$ cat src/rtl/display_hub75_driver_pkg.sv
// Shared FSM encoding and small helpers for the HUB75 panel driver.
package display_hub75_driver_pkg;
    typedef logic [1:0] state_t;

    localparam state_t st_idle  = 2'd0;
    localparam state_t st_shift = 2'd1;
    localparam state_t st_latch = 2'd2;
    localparam state_t st_blank = 2'd3;

    // True when a phase count sits an even distance above offset.
    function automatic logic phase_aligned(input logic phase_lsb, input int offset);
        return phase_lsb == offset[0];
    endfunction
endpackage

$ cat src/rtl/display_hub75_driver.sv
// HUB75 panel scan driver: shifts one row pass per modulation cycle, latches,
// and blanks the panel while the row address settles.
module display_hub75_driver
    import display_hub75_driver_pkg::*;
#(
    parameter int segments     = 2,
    parameter int columns      = 64,
    parameter int rows         = 16,
    parameter int cycle_bits   = 8,
    parameter int latency      = 2,
    parameter int blank_clocks = 2
) (
    input  logic                       clk,
    input  logic                       rst,
    input  logic                       enable,
    output logic [$clog2(columns)-1:0] column,
    output logic [$clog2(rows)-1:0]    row,
    output logic [cycle_bits-1:0]      cycle,
    input  logic [3*segments-1:0]      rgb,
    output logic [3*segments-1:0]      panel_rgb,
    output logic                       panel_clk,
    output logic                       panel_latch,
    output logic                       panel_oe,
    output logic [$clog2(rows)-1:0]    panel_addr,
    output logic                       frame
);
    localparam int col_w     = $clog2(columns);
    localparam int row_w     = $clog2(rows);
    localparam int rgb_w     = 3 * segments;
    localparam int shift_len = 2 * columns + latency + 1;
    localparam int phase_max = (shift_len > blank_clocks) ? shift_len : blank_clocks;
    localparam int phase_w   = $clog2(phase_max + 1);

    state_t             state_r, state_s;
    logic [phase_w-1:0] phase_r, phase_s;
    logic               first_pass_r, first_pass_s;
    logic [col_w-1:0]   column_r, col_s;
    logic [row_w-1:0]   row_r, row_inc_s, addr_r;
    logic [cycle_bits-1:0] cycle_r;
    logic [rgb_w-1:0]   rgb_r;
    logic               clk_r, latch_r, oe_r, frame_r;
    logic               cycle_wrap_s, pulse_s, load_s;

    // Next state and the shared SHIFT/BLANK phase counter.
    always_comb begin
        state_s = state_r;
        phase_s = phase_r;
        case (state_r)
            st_idle: begin
                if (enable) begin
                    state_s = st_shift;
                    phase_s = {phase_w{1'b0}};
                end else begin
                    state_s = st_idle;
                    phase_s = {phase_w{1'b0}};
                end
            end
            st_shift: begin
                if (phase_r == phase_w'(shift_len - 1)) begin
                    state_s = st_latch;
                    phase_s = {phase_w{1'b0}};
                end else begin
                    phase_s = phase_r + phase_w'(1);
                end
            end
            st_latch: begin
                phase_s = {phase_w{1'b0}};
                if (!enable) begin
                    state_s = st_idle;
                end else if ((blank_clocks != 0) && (row_inc_s != addr_r)) begin
                    state_s = st_blank;
                end else begin
                    state_s = st_shift;
                end
            end
            st_blank: begin
                if (phase_r == phase_w'(blank_clocks - 1)) begin
                    state_s = st_shift;
                    phase_s = {phase_w{1'b0}};
                end else begin
                    phase_s = phase_r + phase_w'(1);
                end
            end
            default: begin
                state_s = st_idle;
                phase_s = {phase_w{1'b0}};
            end
        endcase
    end

    // Row advance on cycle wrap, first-pass tracking and column decode.
    always_comb begin
        cycle_wrap_s = &cycle_r;
        row_inc_s    = row_r;
        if (cycle_wrap_s) begin
            if (row_r == row_w'(rows - 1)) begin
                row_inc_s = {row_w{1'b0}};
            end else begin
                row_inc_s = row_r + row_w'(1);
            end
        end else begin
            row_inc_s = row_r;
        end

        first_pass_s = first_pass_r;
        if (state_r == st_idle) begin
            first_pass_s = 1'b1;
        end else if (state_r == st_latch) begin
            first_pass_s = 1'b0;
        end else begin
            first_pass_s = first_pass_r;
        end

        col_s = column_r;
        if (phase_s >= phase_w'(2 * columns - 2)) begin
            col_s = col_w'(columns - 1);
        end else begin
            col_s = col_w'(phase_s >> 1);
        end
    end

    // Pixel data lands latency clocks after its column; the shift clock follows one clock later.
    assign load_s  = (state_r == st_shift) && (phase_r >= phase_w'(latency)) &&
                     (phase_r <= phase_w'(2 * columns + latency - 2)) &&
                     phase_aligned(phase_r[0], latency);
    assign pulse_s = (state_s == st_shift) && (phase_s >= phase_w'(latency + 1)) &&
                     (phase_s <= phase_w'(2 * columns + latency - 1)) &&
                     phase_aligned(phase_s[0], latency + 1);

    // State, counters and all registered panel/framebuffer outputs.
    always_ff @(posedge clk) begin
        if (rst) begin
            state_r      <= st_idle;
            phase_r      <= {phase_w{1'b0}};
            first_pass_r <= 1'b1;
            column_r     <= {col_w{1'b0}};
            row_r        <= {row_w{1'b0}};
            cycle_r      <= {cycle_bits{1'b0}};
            addr_r       <= {row_w{1'b0}};
            rgb_r        <= {rgb_w{1'b0}};
            clk_r        <= 1'b0;
            latch_r      <= 1'b0;
            oe_r         <= 1'b1;
            frame_r      <= 1'b0;
        end else begin
            state_r      <= state_s;
            phase_r      <= phase_s;
            first_pass_r <= first_pass_s;
            if (state_s == st_shift) begin
                column_r <= col_s;
            end
            if (load_s) begin
                rgb_r <= rgb;
            end
            if (state_r == st_latch) begin
                cycle_r <= cycle_r + cycle_bits'(1);
                row_r   <= row_inc_s;
                addr_r  <= row_inc_s;
            end
            clk_r   <= pulse_s;
            latch_r <= (state_s == st_latch);
            oe_r    <= (state_s == st_shift) ? first_pass_s : 1'b1;
            frame_r <= (state_s == st_latch) && cycle_wrap_s && (row_r == row_w'(rows - 1));
        end
    end

    assign column      = column_r;
    assign row         = row_r;
    assign cycle       = cycle_r;
    assign panel_rgb   = rgb_r;
    assign panel_clk   = clk_r;
    assign panel_latch = latch_r;
    assign panel_oe    = oe_r;
    assign panel_addr  = addr_r;
    assign frame       = frame_r;
endmodule

$ cat config.mk
export PLATFORM = sky130hd
export DESIGN_NAME = display_hub75_driver
export DESIGN_NICKNAME = d
export VERILOG_FILES = /design/src/rtl/display_hub75_driver_pkg.sv /design/src/rtl/display_hub75_driver.sv
export SDC_FILE = /design/constraint.sdc
export NUM_CORES = 1
export LEC_CHECK = 0
export CAP_MARGIN = 20
export CORE_MARGIN = 3
export CORE_UTILIZATION = 40
export DETAILED_ROUTE_END_ITERATION = 10
export PLACE_DENSITY = 0.69
export SYNTH_ARGS = -nofsm -noshare
export SYNTH_HDL_FRONTEND = slang
export SYNTH_SLANG_ARGS = --single-unit
$ cat constraint.sdc
create_clock -name clk -period 1.9 [get_ports clk]
set_clock_uncertainty 0.15 [all_clocks]
set_input_delay 0.38 -clock clk [delete_from_list [all_inputs] [get_ports clk]]
set_output_delay 0.38 -clock clk [all_outputs]
set_load 0.01 [all_outputs]
==> flow_metrics.env <==
export IMPL_hpwl_mm=2.99
export IMPL_drv_cap=0
export IMPL_max_freq_mhz=498
export IMPL_violations="negative setup slack"
export IMPL_crit_type="flip-flop to flip-flop"
export IMPL_crit_fanout=6
export IMPL_layout_common_cells="buf_4, clkdlybuf4s50_1, dfxtp_1"
export IMPL_synth_nets=208
export IMPL_grt_setup_unrepaired="yes"
export IMPL_drtPass1Iterations=4
export IMPL_grt_max_degree=29
export IMPL_holdWs_ps=317
export IMPL_post_route_period_util_pct=106
export IMPL_holdPathStages=2
export IMPL_rows=23
export IMPL_synthesis_area_sq_mm=0.00175
export IMPL_r2r_slack_ps=-110
export IMPL_drive_above_1_share_pct=31.3
export IMPL_grt_pass1_vias=1621
export IMPL_path_clk_slew_ps=70
export IMPL_core_sq_mm=0.00412
export IMPL_syn_to_final_growth_pct=61.6
export IMPL_critical_path_buf_inv_count=1
export IMPL_r2r_end="panel_clk$_SDFF_PP0_"
export IMPL_drt_initial_drc_count=53
export IMPL_p_leak_nw=1.12
export IMPL_power_total_w=0.00178
export IMPL_reg2reg_from="phase_r[0]$_SDFF_PP0_"
export IMPL_cts_buffer_depth=2
export IMPL_finalSetupViolCount=13
export IMPL_path_cells="inv_1, ha_1, nand4b_1, o31ai_2, a211o_4, nor4_1, mux2_4"
export IMPL_worst_slew_pin_slew_ps=427
export IMPL_dieArea_sq_mm=0.00520
export IMPL_cp_end_kind="flip-flop"
export IMPL_hold_viol=0
export IMPL_async_reset_ff_share_pct=0
export IMPL_grt_pass1_wl_mm=7.00
export IMPL_crit_family="compound AO/OA/AOI/OAI gates"
export IMPL_cts_made_buffers=5
export IMPL_vias=1636
export IMPL_final_nets=288
export IMPL_boundaryPins=41
export IMPL_cpMaxStageDelayCell="o31ai_2"
export IMPL_clock_sinks=39
export IMPL_routed_wl_mm=4.44
export IMPL_slew_limit_headroom_pct=71.3
export IMPL_n_antenna_cell=0
export IMPL_antenna_found_initial=0
export IMPL_fin_ws_ps=-108
export IMPL_drt_wirelength_per_cell_um=13.6
export IMPL_synth_edf_count=0
export IMPL_crit_arrival_ps=2040
export IMPL_clk_latency_ps=300
export IMPL_worstPathRequired_ps=1930
export IMPL_track_usage_pct=17.1
export IMPL_dieHeight_um=72.1
export IMPL_hold_start="column[3]$_SDFFE_PP0N_"
export IMPL_holdPathEnd="column[3]$_SDFFE_PP0N_"
export IMPL_p_per_area_mw_per_mm2=629
export IMPL_ctsRootBufferMaster="clkbuf_8"
export IMPL_die_x_um=72.1
export IMPL_ys_warn_count=0
export IMPL_final_common_cell="buf_4"
export IMPL_period_minus_slack_ps=2010
export IMPL_syn_avg_cell_area_sq_um=9.00
export IMPL_ir_worst_vdd_mv=0.386
export IMPL_startpoint_type="flip-flop"
export IMPL_vias_per_cell=5.03
export IMPL_ys_ff_latch=39
export IMPL_worst_r2r_path_depth=7
export IMPL_max_stage_delay_ps=410
export IMPL_synth_distinct_cells=39
export IMPL_gr_total_overflow=0
export IMPL_fin_cells=325
export IMPL_final_antenna_net_count=0
export IMPL_cts_tree="built"
export IMPL_yosysSeqAreaShare_pct=44.7
export IMPL_syn_inst=194
export IMPL_placed_cells=315
export IMPL_hold_path_class="flip-flop to flip-flop"
export IMPL_post_route_drc_count=0
export IMPL_ctsHtreeMaxLevel=2
export IMPL_gp_congestion=0.752
export IMPL_initial_core_util_pct=42.4
export IMPL_status="complete, but fails checks"
export IMPL_drv_slew=0
export IMPL_synth_ff_type="dfxtp_1"
export IMPL_portBuffers=40
==> stage by stage <==
step,instance area (sq um),setup WS (ps),TNS [ps],util [%]
2_1_floorplan,1790,-113,-777,-
3_5_place_dp,2510,-334,-2520,61.0
6_report,2820,-108,-786,68.6
5_1_grt,2820,-176,-1650,68.6
3_3_place_gp,2510,-288,-2080,61.0
4_1_cts,2720,-147,-1170,66.1
==> what timing repair did <==
| action | in CTS | in global routing |
|---|---|---|
| setup endpoints to repair | 14 | 20 |
| pin swaps | 9 | 7 |
| setup buffers | 0 | 1 |
| gates resized for setup | 15 | 20 |
| cloned | 1 | 0 |
| hold buffers | 0 | 0 |
| endpoints found under the hold margin | 0 | 0 |
==> worst register-to-register path: stages (launching register included) <==
cell,delay [ps]
dfxtp_4,380
inv_1,80
ha_1,170
nand4b_1,150
o31ai_2,410
a211o_4,240
nor4_1,60
mux2_4,260
==> metal layers <==
metal,routed length (um),global-route usage (%),vias to the layer above
met5,0,0,-
met4,61,6.89,0
met3,164,4.99,8
met2,2160,29.6,31
met1,2050,19.7,766
li1,-,-,831
==> state kept, by name, summed over array words and instances, names as in the netlist <==
register and flops:
state_r 2, panel_clk 1, panel_addr 4, column 6, panel_latch 1, phase_r 8, first_pass_r 1, frame 1
cycle 8, panel_oe 1, panel_rgb 6
==> logic make-up after synthesis <==
| logic type | share of synthesized area, % |
|---|---|
| AND/OR/NAND/NOR | 22.9 |
| multiplexers | 5.95 |
| XOR/XNOR | 6.02 |
| flip-flops | 44.7 |
| AO/OA/AOI/OAI | 10.9 |
| buffers and inverters | 5.95 |
| adder cells (fa/ha/maj) | 3.58 |
==> worst max path at each step <==
stage                          start                      to  slack, ps  cells after the start
2_1_floorplan  phase_r[3]$_SDFF_PP0_  column[2]$_SDFFE_PP0N_       -110                      6
3_3_place_gp                  enable  column[1]$_SDFFE_PP0N_       -290                      7
3_5_place_dp                  enable  column[3]$_SDFFE_PP0N_       -330                      6
4_1_cts        phase_r[6]$_SDFF_PP0_  column[0]$_SDFFE_PP0N_       -150                      5
5_1_grt        phase_r[1]$_SDFF_PP0_    panel_clk$_SDFF_PP0_       -180                      8
6_report       phase_r[0]$_SDFF_PP0_    panel_clk$_SDFF_PP0_       -110                      7
==> final cells by class <==
cell class              count  area, sq um
fillers                   328         1290
multi-input cells         135         1040
flip-flops and latches     39          793
repair buffers             85          764
clock buffers               6         72.6
well taps                  50         62.6
clock inverters             2         60.1
inverters                   8         30.0
==> synth_stat cells (5+ instances only) <==
master | n | area (sq um)
or3_1 | 5 | 31.3
nand3_1 | 7 | 35.0
ha_1 | 5 | 62.6
xnor2_1 | 5 | 43.8
a21oi_1 | 6 | 30.0
dfxtp_1 | 39 | 781
nor2_1 | 29 | 109
xor2_1 | 7 | 61.3
nand2b_1 | 5 | 31.3
nand4_1 | 5 | 31.3
mux2i_1 | 7 | 70.1
nand2_1 | 12 | 45.0
inv_1 | 8 | 30.0
==> power breakdown <==
| part | internal [W] | total, W | leakage (nW) | switching (W) |
|---|---|---|---|---|
| clock network | 0.000525 | 0.000809 | 0.0654 | 0.000284 |
| logic | 0.0000744 | 0.000136 | 0.736 | 0.0000612 |
| registers | 0.000823 | 0.000832 | 0.319 | 0.00000891 |
Power figures use the tool's default switching activity.
==> edit: new RTL, same settings <==
Change the parameter `rows` from 16 to 8.
--- a/src/rtl/display_hub75_driver.sv
+++ b/src/rtl/display_hub75_driver.sv
@@ -5,7 +5,7 @@
 #(
     parameter int segments     = 2,
     parameter int columns      = 64,
-    parameter int rows         = 16,
+    parameter int rows         = 8,
     parameter int cycle_bits   = 8,
     parameter int latency      = 2,
     parameter int blank_clocks = 2
Ports: changed (resized panel_addr and row); port bits go from 41 to 39. The function was not compared with the original's and may differ.
==> edit against the unedited design <==
  * The run still ends with negative setup slack left
  * Core utilization increased by 4.1 points
  * Sequential cell count is 1 lower
  * First-iteration DRC count down 3.8%
  * Setup slack got worse by 0.14 ns
  * Clock power down 3.8%
  * Synthesized area grew 2.1%
  * Power down 2.2%
  * Combinational power is 9% higher
  * Wire length rose by 8.3%
  * Final area up 6.6%
  * Largest power group unchanged
  * Highest routed layer unchanged
==> edit: results (changes against the unedited design) <==
status=finished with violations; failing checks=negative setup slack; min setup slack post-route=-0.250 ns (-0.142 ns); synthesis warning total=0 (unchanged); Routability Congestion=0.878 (+17%); vias in the first global route=1702 (+5.0%); first-pass GRT wire length=7760 um (+11%); routing usage on met3=5.79% (+0.80 points); met3 wire length=216 um (+32%); Global Route met2 Usage=31.0% (+1.3 points); hold crit path type=register to register; commonest cells in the netlist=nor2_1 (41), dfxtp_1 (38), mux2i_1 (13); Final setup viols=20 (+7); HPWL after DPL=3420 um (+14%); # port buffers=38 (-5.0%); leakage=1.19 nW (+6.5%); met1 Use GR=23.4% (+3.7 points); clock buffer depth=2 (unchanged); # fillers=314 (-4.3%); Power per Cell Area=577 mW/mm^2 (-8.3%); CP max FO=5 (-1); Seq group=0.811 mW (-2.5%); Critical-path top delay cell=or4_4; vias per cell=4.97 (-1.3%); Hold Crit Depth=1 (-1); Critical Path Max Stage Delay=0.57 ns (+0.16 ns); H-tree Lvls=2 (unchanged); wl on met1=2130 um (+4.2%); clock power share=44.8% (-0.7 points); Tot GR Track Use=18.9% (+1.8 points); post-synthesis sequential area ratio=42.7% (-2.0 points); Tightest Pin Transition=0.388 ns (-0.0394 ns); final hold vios=0 (unchanged); largest net degree at the start of global routing=14 (-52%); final net count=306 (+6.3%); DRT iter0 DRCs=51 (-3.8%); share of layout cells above drive strength 1=38.0% (+6.7 points); met2 routed WL=2340 um (+8.0%); VDD IR max=477 uV (+23%); sw power=0.378 mW (+6.7%); wire length per cell=14.0 um (+2.9%); family with the most delay on the worst path=simple AND/OR/NAND/NOR gates; Top FF cell, synth=dfxtp_1; crit path DAT=2.20 ns (+0.16 ns)
## edit: cell count changes after synthesis, sizes merged, moves of 4 or more
| cell | before | now |
|---|---|---|
| nor2 | 29 | 41 |
| mux2i | 7 | 13 |
| xnor2 | 5 | 10 |
| a221oi | 4 | 0 |
| inv | 8 | 4 |
| o21ai | 3 | 7 |
| or3 | 5 | 1 |
## edit: cell families (layout without fill, tap and decap cells)
family          Yosys count  in the layout  share of synthesized area, %
xor+xnor                 14             14                          6.88
simple gates             82             82                          23.2
fa+ha+maj                 6              6                          4.21
flops                    38             38                          42.7
mux                      13             13                          7.30
compound gates           26             26                          9.89
buf+inv                  14            113                          5.82
## edit: final timing paths
path	from	slack, ns	to
worst max-delay path	phase_r[6]	-0.25	column[1]
worst min-delay path	first_pass_r	0.31	first_pass_r
worst max register to register	phase_r[6]	-0.25	column[1]
worst min register to register	first_pass_r	0.31	first_pass_r
## edit: repair_timing
item / in CTS / in global routing
gates resized for setup: 18 / 23
cloned: 1 / 0
buffers inserted: 8 / 4
endpoints found under the setup margin: 21 / 24
pin swaps: 16 / 10
## edit: final cells by class
type / count / share of cell area (%)
multi-input cells: 141 / 37.2
repair buffers: 101 / 29.9
flip-flops and latches: 38 / 25.9
clock buffers: 6 / 3.12
well taps: 50 / 2.08
clock inverters: 2 / 1.29
inverters: 4 / 0.582
## edit: stage by stage
stage,setup TNS [ns],std cells,hold WS (ns),cell area (um^2)
6_report,-3.65,342,0.311,3010
5_1_grt,-5.37,342,0.349,3010
4_1_cts,-2.52,338,0.319,2910
3_5_place_dp,-2.62,321,0.300,2610
3_3_place_gp,-2.38,321,0.293,2610
2_1_floorplan,-1.60,193,0.279,1900
